`config.mk`:
```
export PLATFORM = sky130hd
export DESIGN_NAME = npc_pc_unit_flat
export DESIGN_NICKNAME = d
export VERILOG_FILES = /design/src/rtl/npc_pkg.sv /design/src/rtl/npc_pc_unit_if.sv /design/src/rtl/npc_ras.sv /design/src/rtl/npc_pc_unit.sv /design/src/flat_wrapper.sv
export SDC_FILE = /design/constraint.sdc
export NUM_CORES = 1
export LEC_CHECK = 0
export ABC_AREA = 1
export BUFFER_PORTS_ARGS = -buffer_cell sky130_fd_sc_hd__buf_2
export CAP_MARGIN = 20
export CELL_PAD_IN_SITES_DETAIL_PLACEMENT = 1
export CELL_PAD_IN_SITES_GLOBAL_PLACEMENT = 1
export CORE_MARGIN = 5
export CORE_UTILIZATION = 37
export CTS_BUF_LIST = sky130_fd_sc_hd__clkbuf_8 sky130_fd_sc_hd__clkbuf_16
export DETAILED_ROUTE_END_ITERATION = 7
export PLACE_DENSITY_LB_ADDON = 0.15
export SYNTH_ARGS = -nofsm -noshare
export SYNTH_HDL_FRONTEND = slang
export SYNTH_SLANG_ARGS = --single-unit
```
`constraint.sdc`:
```
create_clock -name clk -period 5.06 [get_ports clk]
set_input_delay 0.506 -clock clk [delete_from_list [all_inputs] [get_ports clk]]
set_output_delay 0.506 -clock clk [all_outputs]
set_load 0.05 [all_outputs]
```
`src/rtl/npc_pkg.sv`:
```
// Shared constants for the program-counter unit: next-PC select codes and default vectors.
package npc_pkg;

  localparam logic [2:0] NPC_SEQ  = 3'b000;
  localparam logic [2:0] NPC_J    = 3'b001;
  localparam logic [2:0] NPC_BRPC = 3'b010;
  localparam logic [2:0] NPC_BR4  = 3'b011;
  localparam logic [2:0] NPC_JR   = 3'b100;
  localparam logic [2:0] NPC_JAL  = 3'b101;
  localparam logic [2:0] NPC_RET  = 3'b110;
  localparam logic [2:0] NPC_RSV  = 3'b111;

  localparam logic [31:0] DEF_RESET_PC = 32'h0000_3000;
  localparam logic [31:0] DEF_EXC_VEC  = 32'h0000_4180;

endpackage

```
`src/rtl/npc_pc_unit_if.sv`:
```
// Bundle between the IF-stage controller (master) and the PC unit (slave).
interface npc_pc_unit_if #(
  parameter int WIDTH = 32
) ();

  // No valid/ready pair: the PC advances on every edge unless stall is high;
  // exc_req overrides stall, and npc/pc_add_4 are combinational views of the current pc.
  logic             stall;
  logic             exc_req;
  logic [2:0]       npc_op;
  logic [15:0]      imm_16;
  logic [25:0]      imm_26;
  logic [WIDTH-1:0] rs_val;
  logic [WIDTH-1:0] pc;
  logic [WIDTH-1:0] pc_add_4;
  logic [WIDTH-1:0] npc;
  logic             ras_empty;

  modport master (
    output stall, exc_req, npc_op, imm_16, imm_26, rs_val,
    input  pc, pc_add_4, npc, ras_empty
  );

  modport slave (
    input  stall, exc_req, npc_op, imm_16, imm_26, rs_val,
    output pc, pc_add_4, npc, ras_empty
  );

endinterface

```
`src/rtl/npc_ras.sv`:
```
// Return-address stack: circular buffer with saturating count, used when NPC_RAS_EN is defined.
// A push when full overwrites the oldest entry; a pop when empty is ignored.
module npc_ras #(
  parameter int WIDTH     = 32,
  parameter int RAS_DEPTH = 4
) (
  input  logic             clk,
  input  logic             rst_n,
  input  logic             i_push,
  input  logic             i_pop,
  input  logic [WIDTH-1:0] i_data,
  output logic [WIDTH-1:0] o_top,
  output logic             o_empty
);

  localparam int PW = $clog2(RAS_DEPTH);
  localparam int CW = $clog2(RAS_DEPTH + 1);

  logic [WIDTH-1:0] r_mem [RAS_DEPTH];
  logic [PW-1:0]    r_wptr;
  logic [CW-1:0]    r_count;
  logic [PW-1:0]    w_top_idx;
  logic             w_full;

  // r_wptr is the next free slot; power-of-two depth makes the wrap free.
  assign w_top_idx = r_wptr - 1'b1;
  assign o_top     = r_mem[w_top_idx];
  assign o_empty   = (r_count == '0);
  assign w_full    = (r_count == CW'(RAS_DEPTH));

  always_ff @(posedge clk) begin
    if (!rst_n) begin
      r_wptr  <= '0;
      r_count <= '0;
    end else if (i_push) begin
      r_wptr <= r_wptr + 1'b1;
      if (!w_full) r_count <= r_count + 1'b1;
    end else if (i_pop && !o_empty) begin
      r_wptr  <= w_top_idx;
      r_count <= r_count - 1'b1;
    end
  end

  always_ff @(posedge clk) begin
    if (rst_n && i_push) r_mem[r_wptr] <= i_data;
  end

endmodule

```
`src/rtl/npc_pc_unit.sv`:
```
// Registered PC with next-PC mux, stall hold and exception redirect.
// Optional return-address stack for jr $31 prediction when NPC_RAS_EN is defined.
module npc_pc_unit
  import npc_pkg::*;
#(
  parameter int               WIDTH     = 32,
  parameter logic [WIDTH-1:0] RESET_PC  = WIDTH'(DEF_RESET_PC),
  parameter logic [WIDTH-1:0] EXC_VEC   = WIDTH'(DEF_EXC_VEC),
  parameter int               RAS_DEPTH = 4
) (
  input  logic          clk,
  input  logic          rst_n,
  npc_pc_unit_if.slave  bus
);

  logic [WIDTH-1:0] r_pc;
  logic [WIDTH-1:0] w_pc_add_4;
  logic [WIDTH-1:0] w_off;
  logic [WIDTH-1:0] w_j_tgt;
  logic [WIDTH-1:0] w_npc;

  if (WIDTH < 28 || RAS_DEPTH < 2 || (RAS_DEPTH & (RAS_DEPTH - 1)) != 0) begin : g_param_chk
    $error("npc_pc_unit: WIDTH must be >= 28 and RAS_DEPTH a power of two >= 2");
  end

  assign w_pc_add_4 = r_pc + WIDTH'(4);
  assign w_off      = {{(WIDTH-18){bus.imm_16[15]}}, bus.imm_16, 2'b00};

  // Jumps keep the PC bits above the 28-bit region reachable by imm_26.
  if (WIDTH > 28) begin : g_j_hi
    assign w_j_tgt = {r_pc[WIDTH-1:28], bus.imm_26, 2'b00};
  end else begin : g_j_lo
    assign w_j_tgt = {bus.imm_26, 2'b00};
  end

  logic w_adv;
  assign w_adv = rst_n && !bus.exc_req && !bus.stall;

`ifdef NPC_RAS_EN
  logic [WIDTH-1:0] w_ras_top;
  logic             w_ras_empty;
  logic             w_push;
  logic             w_pop;

  assign w_push = w_adv && (bus.npc_op == NPC_JAL);
  assign w_pop  = w_adv && (bus.npc_op == NPC_RET);

  npc_ras #(
    .WIDTH     (WIDTH),
    .RAS_DEPTH (RAS_DEPTH)
  ) u_ras (
    .clk     (clk),
    .rst_n   (rst_n),
    .i_push  (w_push),
    .i_pop   (w_pop),
    .i_data  (w_pc_add_4),
    .o_top   (w_ras_top),
    .o_empty (w_ras_empty)
  );

  assign bus.ras_empty = w_ras_empty;
`else
  assign bus.ras_empty = 1'b1;
`endif

  always_comb begin
    w_npc = w_pc_add_4;
    case (bus.npc_op)
      NPC_SEQ:  w_npc = w_pc_add_4;
      NPC_J:    w_npc = w_j_tgt;
      NPC_BRPC: w_npc = r_pc + w_off;
      NPC_BR4:  w_npc = w_pc_add_4 + w_off;
      NPC_JR:   w_npc = bus.rs_val;
      NPC_JAL:  w_npc = w_j_tgt;
`ifdef NPC_RAS_EN
      NPC_RET:  w_npc = w_ras_empty ? bus.rs_val : w_ras_top;
`else
      NPC_RET:  w_npc = bus.rs_val;
`endif
      default:  w_npc = w_pc_add_4;
    endcase
  end

  always_ff @(posedge clk) begin
    if (!rst_n)           r_pc <= RESET_PC;
    else if (bus.exc_req) r_pc <= EXC_VEC;
    else if (!bus.stall)  r_pc <= w_npc;
  end

  assign bus.pc       = r_pc;
  assign bus.pc_add_4 = w_pc_add_4;
  assign bus.npc      = w_npc;

endmodule

```
`src/flat_wrapper.sv`:
```
// flat-port wrapper written by rule: the top's interface ports become plain ports
module npc_pc_unit_flat import npc_pkg::*;
#(
  parameter int               WIDTH     = 32,
  parameter logic [WIDTH-1:0] RESET_PC  = WIDTH'(DEF_RESET_PC),
  parameter logic [WIDTH-1:0] EXC_VEC   = WIDTH'(DEF_EXC_VEC),
  parameter int               RAS_DEPTH = 4
)
  (clk, rst_n, bus_stall, bus_exc_req, bus_npc_op, bus_imm_16, bus_imm_26, bus_rs_val, bus_pc, bus_pc_add_4, bus_npc, bus_ras_empty);
  npc_pc_unit_if #(.WIDTH(WIDTH)) bus_i ();
  input  logic clk;
  input  logic rst_n;
  input wire logic [$bits(bus_i.stall)-1:0] bus_stall;
  input wire logic [$bits(bus_i.exc_req)-1:0] bus_exc_req;
  input wire logic [$bits(bus_i.npc_op)-1:0] bus_npc_op;
  input wire logic [$bits(bus_i.imm_16)-1:0] bus_imm_16;
  input wire logic [$bits(bus_i.imm_26)-1:0] bus_imm_26;
  input wire logic [$bits(bus_i.rs_val)-1:0] bus_rs_val;
  output wire logic [$bits(bus_i.pc)-1:0] bus_pc;
  output wire logic [$bits(bus_i.pc_add_4)-1:0] bus_pc_add_4;
  output wire logic [$bits(bus_i.npc)-1:0] bus_npc;
  output wire logic [$bits(bus_i.ras_empty)-1:0] bus_ras_empty;
  assign bus_i.stall = bus_stall;
  assign bus_i.exc_req = bus_exc_req;
  assign bus_i.npc_op = bus_npc_op;
  assign bus_i.imm_16 = bus_imm_16;
  assign bus_i.imm_26 = bus_imm_26;
  assign bus_i.rs_val = bus_rs_val;
  assign bus_pc = bus_i.pc;
  assign bus_pc_add_4 = bus_i.pc_add_4;
  assign bus_npc = bus_i.npc;
  assign bus_ras_empty = bus_i.ras_empty;
  npc_pc_unit #(.WIDTH(WIDTH), .RESET_PC(RESET_PC), .EXC_VEC(EXC_VEC), .RAS_DEPTH(RAS_DEPTH)) u_core (.clk(clk), .rst_n(rst_n), .bus(bus_i));
endmodule
```
==> impl_metrics.json, run 1 <==
{
  "cts_made_buffers": 5,
  "grt_max_degree": 48,
  "largest_reg_flops": 32,
  "cp-end-kind": "output pin",
  "p_leak_nw": 3.56,
  "synth_cell_types": 50,
  "synth_warnings": 0,
  "synth_xor_area_share_pct": 2.48,
  "final_util_pct": 46.3,
  "cts_tree": "built",
  "port_buffers": 176,
  "reg2reg_depth": 20,
  "cts_root_buffer": "clkbuf_16",
  "grt_pass1_vias": 6836,
  "slew_headroom_pct": 27.4,
  "yosysMostFrequentCell": "nand2_1",
  "ys_seq_area_share_pct": 12.3,
  "finalClockSkew_ns": 0.00502,
  "first_pass_iters": 6,
  "ys_seq_elements": 32,
  "crit_type": "register to output pin",
  "place_ws_ns": 0.647,
  "rows": 43,
  "slew_viol_final": 0,
  "synth-async-reset-ratio_pct": 0,
  "cts_resized": 0,
  "yosysTopAreaCell": "nand2_1",
  "arrival_ns": 4.02,
  "yosys-top-cells-area": "nand2_1 20%, dfxtp_1 12%, inv_1 9.2%, ha_1 8.9%, o21ai_0 7.1%",
  "synth_adder_area_share_pct": 9.28,
  "core_area_sq_um": 13800,
  "syn_nets": 1058,
  "power_density_nw_per_um2": 205,
  "vias": 6844,
  "dieArea_sq_um": 16500,
  "fin_nets": 1225,
  "dpl.hpwl_microns": 19800,
  "status": "complete, no violations",
  "finalSetupViolCount": 0,
  "cp-start-kind": "register",
  "setup_tns_ns": 0,
  "vdd_ir_drop_max_v": 0.000218,
  "ff2ff_setup_slack_ns": 1.35,
  "clk_path_buf_depth": 2,
  "min_to": "u_core.bus.pc[12]",
  "wl_microns": 23600,
  "syn_area_sq_um": 5200,
  "post_cts_buffers": 0,
  "syn_inst": 939,
  "gp_congestion": 0.975,
  "final_area_sq_um": 6410,
  "ctsHoldBuffers": 0,
  "antenna_found_initial": 0,
  "ant_nets": 0,
  "r2r_end": "u_core.bus.pc[25]",
  "met2_usage_pct": 45.8,
  "post-route-drc-count": 0,
  "hold_path_class": "input pin to register",
  "hold_viol_final": 0,
  "drtIter0Drc": 510,
  "required_ns": 4.55,
  "grt_use_met3_pct": 2.70,
  "synth_edf_count": 0,
  "ios": 178,
  "grt_pass1_wl_microns": 36500,
  "min_period_ns": 4.52,
  "worst_pin_slew_ns": 1.09,
  "maxCapViolCount": 0,
  "routed_via_density": 5.32,
  "min_from": "rst_n",
  "place_area_sq_um": 6260,
  "cts_sinks": 32,
  "synth_compound_area_share_pct": 19.5,
  "syn2layout_area_growth_pct": 23.1,
  "synthTopCellsByCount": "275 x nand2_1, 128 x inv_1, 86 x nor2_1",
  "grt_usage_pct": 28.2,
  "die_h_microns": 129,
  "diodes": 0,
  "wl_per_cell_microns": 18.3,
  "min_path_cells": 2,
  "grt_setup_unrepaired": "false",
  "crit_fanout": 5,
  "use_met1_pct": 40.1,
  "gr-total-overflow": 0,
  "start_util_pct": 37.6,
  "die-width_microns": 129,
  "fmax_ghz": 0.221,
  "synthFlopType": "dfxtp_1",
  "timing.final.ws_setup_ns": 0.539,
  "drive_gt1_share_pct": 22.3,
  "timing.rr.start": "u_core.bus.pc[12]",
  "grt.busiest_layer": "met2",
  "synth.top_cell.area_share_pct": 19.8,
  "cts_max_level": 2,
  "synth.avg_cell_area_sq_um": 5.54,
  "synth-simple-area-share_pct": 43.9,
  "synth_top_family_by_area": "simple AND/OR/NAND/NOR gates",
  "period_share_pct": 89.4,
  "synth_mux_area_share_pct": 0,
  "clk_pin_slew_ns": 0.05,
  "insertion_delay_ns": 0.28
}
[logic make-up after synthesis]
| logic type | after synthesis |
|---|---|
| other | 1 |
| flip-flops | 32 |
| AND/OR/NAND/NOR | 507 |
| adder cells (fa/ha/maj) | 38 |
| buffers and inverters | 166 |
| AO/OA/AOI/OAI | 182 |
| XOR/XNOR | 13 |
[cell type report]
| type | count | area [sq um] |
|---|---|---|
| Multi-Input combinational cell | 741 | 3920 |
| Clock buffer | 6 | 139 |
| Inverter | 142 | 534 |
| Clock inverter | 2 | 10.0 |
| Timing Repair Buffer | 184 | 941 |
| Fill cell | 2061 | 7420 |
| Tap cell | 180 | 225 |
| Sequential cell | 32 | 641 |
[power by group]
| part | internal [W] | total (W) | switching, W |
|---|---|---|---|
| clock network | 0.000194 | 0.000315 | 0.000121 |
| registers | 0.000266 | 0.000289 | 0.0000234 |
| logic | 0.000182 | 0.000712 | 0.000530 |
[routing by layer]
metal	part of all wire, %	vias up	wire [microns]
met2	45	198	10600
li1	-	3392	-
met3	5.2	26	1220
met4	2.0	0	483
met1	48	3228	11300
met5	0	-	0
[through the flow]
stage | hold slack [ns] | power (W) | instances
after global placement | 0.570 | 0.000990 | 1279
after CTS | 0.464 | 0.00132 | 1287
after floorplan | 0.590 | 0.000783 | 939
final | 0.469 | 0.00132 | 1287
after detailed placement | 0.573 | 0.000998 | 1279
after global routing | 0.468 | 0.00139 | 1287
[worst max-delay path, cell delays in order (launching register included)]
cell and delay [ns]:
dfxtp_1 0.42, ha_1 0.22, nand2_2 0.09, inv_2 0.09, nand3_4 0.09, nor2_4 0.12, nand2_2 0.06, clkinv_2 0.09
nand2_4 0.07, xor2_1 0.16, o21ai_0 0.44, ha_1 0.36, nand2_1 0.08, nand2_1 0.07, o21bai_1 0.19, a21oi_1 0.24
nor2_1 0.09, nor2_1 0.13, nand2_1 0.07, nand2_1 0.06, nand3_1 0.18, nand3_1 0.15, buf_2 0.27
[worst max path at each step]
stage / startpoint / end / slack [ns] / cells after the start
detailed placement: bus_npc_op[2] / bus_npc[14] / 0.65 / 19
CTS: u_core.bus.pc[2] / bus_npc[29] / 0.52 / 24
global route: u_core.bus.pc[3] / bus_npc[29] / 0.07 / 24
global placement: bus_npc_op[2] / bus_npc[14] / 0.73 / 19
finish: u_core.bus.pc[2] / bus_npc[29] / 0.54 / 22
floorplan: u_core.bus.pc[2] / bus_npc[29] / 0.61 / 23
[placed cells by master (no fill, tap or decap), drive strengths merged]
cell type	instances
o211ai	3
o21ai	85
nor4	3
or2	4
a21oi	66
a21o	4
clkinv	5
nand2b	1
o21a	2
buf	184
nand3b	11
a22o	12
a21boi	2
a221oi	2
o2111ai	1
xor2	13
fa	1
ha	37
nand4	25
conb	1
o21bai	5
nor2	99
nand2	286
nand3	62
dfxtp	32
and2	3
inv	139
clkbuf	6
nor3	13
(Power assumes the default switching activity.)
==> run 2: changes to the inputs <==
--- a/config.mk
+++ b/config.mk
@@ -15,6 +15,7 @@
 export CTS_BUF_LIST = sky130_fd_sc_hd__clkbuf_8 sky130_fd_sc_hd__clkbuf_16
 export DETAILED_ROUTE_END_ITERATION = 7
 export PLACE_DENSITY_LB_ADDON = 0.15
+export RECOVER_POWER = 100
 export SYNTH_ARGS = -nofsm -noshare
 export SYNTH_HDL_FRONTEND = slang
 export SYNTH_SLANG_ARGS = --single-unit
==> impl_metrics.json, run 2 (same netlist as run 1, synthesis figures left out) <==
{
  "cts_made_buffers": 5,
  "ff2ff_setup_slack_ns": 1.24,
  "pwr-share-clk_pct": 24.2,
  "crit_slowest_cell": "dfxtp_1",
  "wl_microns": 23600,
  "die_h_microns": 129,
  "setup_tns_ns": 0,
  "post_cts_buffers": 0,
  "post-route-drc-count": 0,
  "final_cell_mix": "276 x nand2_1, 128 x inv_1, 88 x nor2_1",
  "drive_gt1_share_pct": 13.9,
  "largest_reg_flops": 32,
  "arrival_ns": 4.20,
  "crit_type": "register to output pin",
  "die-width_microns": 129,
  "cts_resized": 0,
  "insertion_delay_ns": 0.29,
  "crit_fanout": 6,
  "power_density_nw_per_um2": 208,
  "slew_headroom_pct": -20.8,
  "min_from": "rst_n",
  "grt_usage_pct": 28.2,
  "vias": 6822,
  "fmax_ghz": 0.213,
  "timing.rr.start": "u_core.bus.pc[7]",
  "antenna_found_initial": 0,
  "worst_pin_slew_ns": 1.81,
  "diodes": 0,
  "period_share_pct": 92.9,
  "rows": 43,
  "wl_per_cell_microns": 18.3,
  "dieArea_sq_um": 16500,
  "dpl.hpwl_microns": 19800,
  "gr-total-overflow": 0,
  "fin_nets": 1225,
  "crit_chain": "nand2_2, nor2_2, nand3_2, nor3_1, nor2_1, nand2_1, o21ai_0, ha_1, nand2_1, nor3_1, nand4_1, nand4_1, nand3_1, nand3_1, clkbuf_1",
  "grt_pass1_vias": 6836,
  "maxCapViolCount": 1,
  "min_to": "u_core.bus.pc[13]",
  "grt_setup_unrepaired": "false",
  "p_sw_share_pct": 51.8,
  "ff_latch_area_sq_um": 641,
  "finalSetupViolCount": 0,
  "syn2layout_area_growth_pct": 20.4,
  "violations": "max-capacitance violations, max-slew violations",
  "ctsHoldBuffers": 0,
  "fillers": 2099,
  "cp_slowest_stage_delay_ns": 0.52,
  "grt_max_degree": 48,
  "routed_via_density": 5.30,
  "layout.cells.most_common": "nand2_1",
  "ant_nets": 0,
  "hold_path_class": "input pin to register",
  "start_util_pct": 37.6,
  "clk_path_buf_depth": 2,
  "slew_viol_final": 33,
  "cts_tree": "built",
  "status": "finished, violations left",
  "port_buffers": 176,
  "cts_root_buffer": "clkbuf_16",
  "required_ns": 4.55,
  "vdd_ir_drop_max_v": 0.000217,
  "p_int_w": 0.000627,
  "clk_pin_slew_ns": 0.05,
  "core_area_sq_um": 13800,
  "grt_pass1_wl_microns": 36500,
  "seq_power_share_pct": 22.2,
  "drtIter0Drc": 507,
  "cp-start-kind": "register",
  "finalClockSkew_ns": 0.00550,
  "combPwrFrac_pct": 53.6,
  "cts_max_level": 2,
  "cts_sinks": 32,
  "hold_slack_ns": 0.509,
  "r2r_end": "u_core.bus.pc[30]",
  "path_delay_family": "simple AND/OR/NAND/NOR gates",
  "power_switching_w": 0.000675,
  "crit_buf_inv": 1,
  "multiInputGateArea_sq_um": 3890,
  "p_total_w": 0.00130,
  "p_leak_nw": 3.24,
  "hold_viol_final": 0,
  "reg2reg_depth": 20,
  "ios": 178,
  "gp_congestion": 0.975,
  "first_pass_iters": 5,
  "min_period_ns": 4.70,
  "min_path_cells": 2,
  "cp-end-kind": "output pin"
}
## run 2: changes by cell type in the layout (fill, tap and decap cells not counted), moves of 2 or more
cell and change:
buf_2 -92, clkbuf_1 +85, clkbuf_2 +8, o21ai_0 +5, o21ai_1 -5, nor2_1 +3
nor2_2 -3, and2_0 +2, and2_1 -2, nor3_1 +2, nor3_2 -2
## run 2: layout make-up
cell class                      count  share of cell area, %
Clock buffer                        6                   2.22
Clock inverter                      2                  0.160
Inverter                          142                   8.52
Multi-Input combinational cell    741                   62.0
Sequential cell                    32                   10.2
Tap cell                          180                   3.59
Timing Repair Buffer              184                   13.3
## run 2: routing by layer
| layer | vias to the layer above | wire, microns | track usage (%) |
|---|---|---|---|
| li1 | 3388 | - | - |
| met1 | 3218 | 11400 | 40.1 |
| met2 | 188 | 10500 | 45.8 |
| met3 | 28 | 1150 | 2.70 |
| met4 | 0 | 514 | 7.54 |
| met5 | - | 0 | 0 |
## run 2: worst max-delay path by stage
stage                startpoint          end  depth (start not counted)
3_3_place_gp      bus_npc_op[2]  bus_npc[14]                         19
3_5_place_dp      bus_npc_op[2]  bus_npc[14]                         19
2_1_floorplan  u_core.bus.pc[2]  bus_npc[29]                         23
5_1_grt        u_core.bus.pc[3]  bus_npc[29]                         24
4_1_cts        u_core.bus.pc[2]  bus_npc[29]                         24
6_report       u_core.bus.pc[7]  bus_npc[24]                         15
## run 2: through the flow
stage / setup slack, ns / util, % / area [sq um] / std cells
after floorplan: 0.611 / - / 5200 / 939
after global placement: 0.726 / 45.3 / 6260 / 1279
after detailed placement: 0.647 / 45.3 / 6260 / 1279
after CTS: 0.517 / 46.3 / 6410 / 1287
after global routing: 0.0477 / 45.3 / 6270 / 1287
final: 0.359 / 45.3 / 6270 / 1287
## run 2: power groups by stage
stage                     logic, W  registers [W]  clock network [W]
after floorplan           0.000450       0.000333                  0
after detailed placement  0.000705       0.000294                  0
after global routing      0.000749       0.000292           0.000331
final                     0.000698       0.000289           0.000315
after global placement    0.000697       0.000294                  0
after CTS                 0.000708       0.000288           0.000319
==> run 3: changes to the inputs <==
--- a/config.mk
+++ b/config.mk
@@ -6,16 +6,18 @@
 export NUM_CORES = 1
 export LEC_CHECK = 0
 export ABC_AREA = 1
-export BUFFER_PORTS_ARGS = -buffer_cell sky130_fd_sc_hd__buf_2
 export CAP_MARGIN = 20
 export CELL_PAD_IN_SITES_DETAIL_PLACEMENT = 1
 export CELL_PAD_IN_SITES_GLOBAL_PLACEMENT = 1
+export CORE_ASPECT_RATIO = 0.5
 export CORE_MARGIN = 5
-export CORE_UTILIZATION = 37
+export CORE_UTILIZATION = 46
 export CTS_BUF_LIST = sky130_fd_sc_hd__clkbuf_8 sky130_fd_sc_hd__clkbuf_16
 export DETAILED_ROUTE_END_ITERATION = 7
+export DONT_BUFFER_PORTS = 1
 export PLACE_DENSITY_LB_ADDON = 0.15
 export RECOVER_POWER = 100
+export SLEW_MARGIN = 0
 export SYNTH_ARGS = -nofsm -noshare
 export SYNTH_HDL_FRONTEND = slang
 export SYNTH_SLANG_ARGS = --single-unit
==> impl_metrics.json, run 3 (same netlist as run 1, synthesis figures left out) <==
{
  "post_cts_buffers": 0,
  "cts_max_level": 2,
  "hold_path_class": "input pin to register",
  "drtIter0Drc": 483,
  "ios": 178,
  "cp-end-kind": "output pin",
  "worst_pin_slew_ns": 1.77,
  "period_share_pct": 97.0,
  "cts_sinks": 32,
  "grt_pass1_vias": 6808,
  "grt_max_degree": 48,
  "gr-total-overflow": 0,
  "cp-start-kind": "register",
  "clk_pin_slew_ns": 0.06,
  "hold_viol_final": 0,
  "layout.cells.most_common": "nand2_1",
  "rows": 27,
  "insertion_delay_ns": 0.29,
  "min_from": "rst_n",
  "cts_tree": "built",
  "power_density_nw_per_um2": 230,
  "slew_headroom_pct": -19.0,
  "final_cell_mix": "277 x nand2_1, 133 x inv_1, 87 x nor2_1",
  "dpl.hpwl_microns": 20100,
  "vias": 6845,
  "required_ns": 4.55,
  "cp-startpoint": "u_core.bus.pc[2]",
  "cts_root_buffer": "clkbuf_16",
  "wl_microns": 25000,
  "post-route-drc-count": 0,
  "grt_setup_unrepaired": "false",
  "vdd_ir_drop_max_v": 0.000122,
  "core_area_sq_um": 11000,
  "clk_path_buf_depth": 2,
  "antenna_found_initial": 0,
  "start_util_pct": 47.3,
  "final_area_sq_um": 5880,
  "slew_viol_final": 34,
  "largest_reg_flops": 32,
  "p_leak_nw": 3.04,
  "ctsHoldBuffers": 0,
  "setup_tns_ns": 0,
  "fin_nets": 1105,
  "place_area_sq_um": 5870,
  "finalClockSkew_ns": 0.00543,
  "cts_made_buffers": 5,
  "die_h_microns": 85.2,
  "dieArea_sq_um": 13700,
  "die-width_microns": 160,
  "gp_congestion": 1.05,
  "ant_nets": 0,
  "cts_resized": 0,
  "routed_via_density": 6.05,
  "min_period_ns": 4.91,
  "syn2layout_area_growth_pct": 13.1,
  "grt_usage_pct": 35.2,
  "port_buffers": 0,
  "maxCapViolCount": 4,
  "wl_per_cell_microns": 22.1,
  "diodes": 0,
  "crit_type": "register to output pin",
  "crit_fanout": 5,
  "grt_pass1_wl_microns": 38100,
  "arrival_ns": 4.40,
  "drive_gt1_share_pct": 9.52,
  "fmax_ghz": 0.204,
  "timing.rr.start": "u_core.bus.pc[2]",
  "finalSetupViolCount": 0,
  "first_pass_iters": 5,
  "status": "finished, violations left",
  "violations": "max-capacitance violations, max-slew violations"
}
run 3: where the power goes:
part | leakage (nW) | internal, W | switching, W | total [W]
clock network | 0.0901 | 0.000260 | 0.000137 | 0.000397
logic | 2.68 | 0.000160 | 0.000507 | 0.000667
registers | 0.263 | 0.000265 | 0.0000260 | 0.000292
run 3: per-layer routing:
layer  routed length (microns)  track usage [%]  up-vias
met3                      2440             9.56       68
met1                     10500             44.4     3289
met4                       805             10.9        0
li1                          -                -     3147
met5                         0                0        -
met2                     11200             58.9      341
run 3: stage by stage:
step | hold WS (ns) | setup slack (ns) | util [%] | total power [W] | instances
after floorplan | 0.590 | 0.611 | - | 0.000783 | 939
after detailed placement | 0.599 | 0.560 | 53.3 | 0.000980 | 1124
after CTS | 0.302 | 0.239 | 55.0 | 0.00137 | 1132
after global routing | 0.303 | 0.0328 | 53.4 | 0.00141 | 1132
after global placement | 0.595 | 0.552 | 53.1 | 0.000961 | 1123
final | 0.302 | 0.152 | 53.4 | 0.00136 | 1132
run 3: final timing paths:
path	slack, ns	depth (start not counted)	endpoint
max reg2reg	0.46	20	u_core.bus.pc[18]
min reg2reg	0.65	4	u_core.bus.pc[18]
min	0.30	1	u_core.bus.pc[13]
max	0.15	17	bus_npc[24]
run 3: layout make-up:
| cell class | count | area [sq um] |
|---|---|---|
| fillers | 1660 | 5130 |
| multi-input cells | 741 | 3890 |
| flip-flops and latches | 32 | 642 |
| inverters | 142 | 534 |
| repair buffers | 64 | 455 |
| well taps | 145 | 181 |
| clock buffers | 7 | 153 |
| clock inverters | 1 | 30.0 |
run 3: worst max-delay path, stage by stage, from the launching register on:
cell and delay [ns]:
dfxtp_1 0.35, buf_4 0.24, nand3_2 0.16, nor2_4 0.22
nand3_1 0.30, nor3_2 0.30, nor2_1 0.10, buf_4 0.21
nand2_1 0.08, o21ai_0 0.10, ha_1 0.38, nand2_1 0.16
nor3_1 0.47, nand4_1 0.32, nand4_1 0.18, nand3_1 0.17
nand3_1 0.15, clkbuf_4 0.24
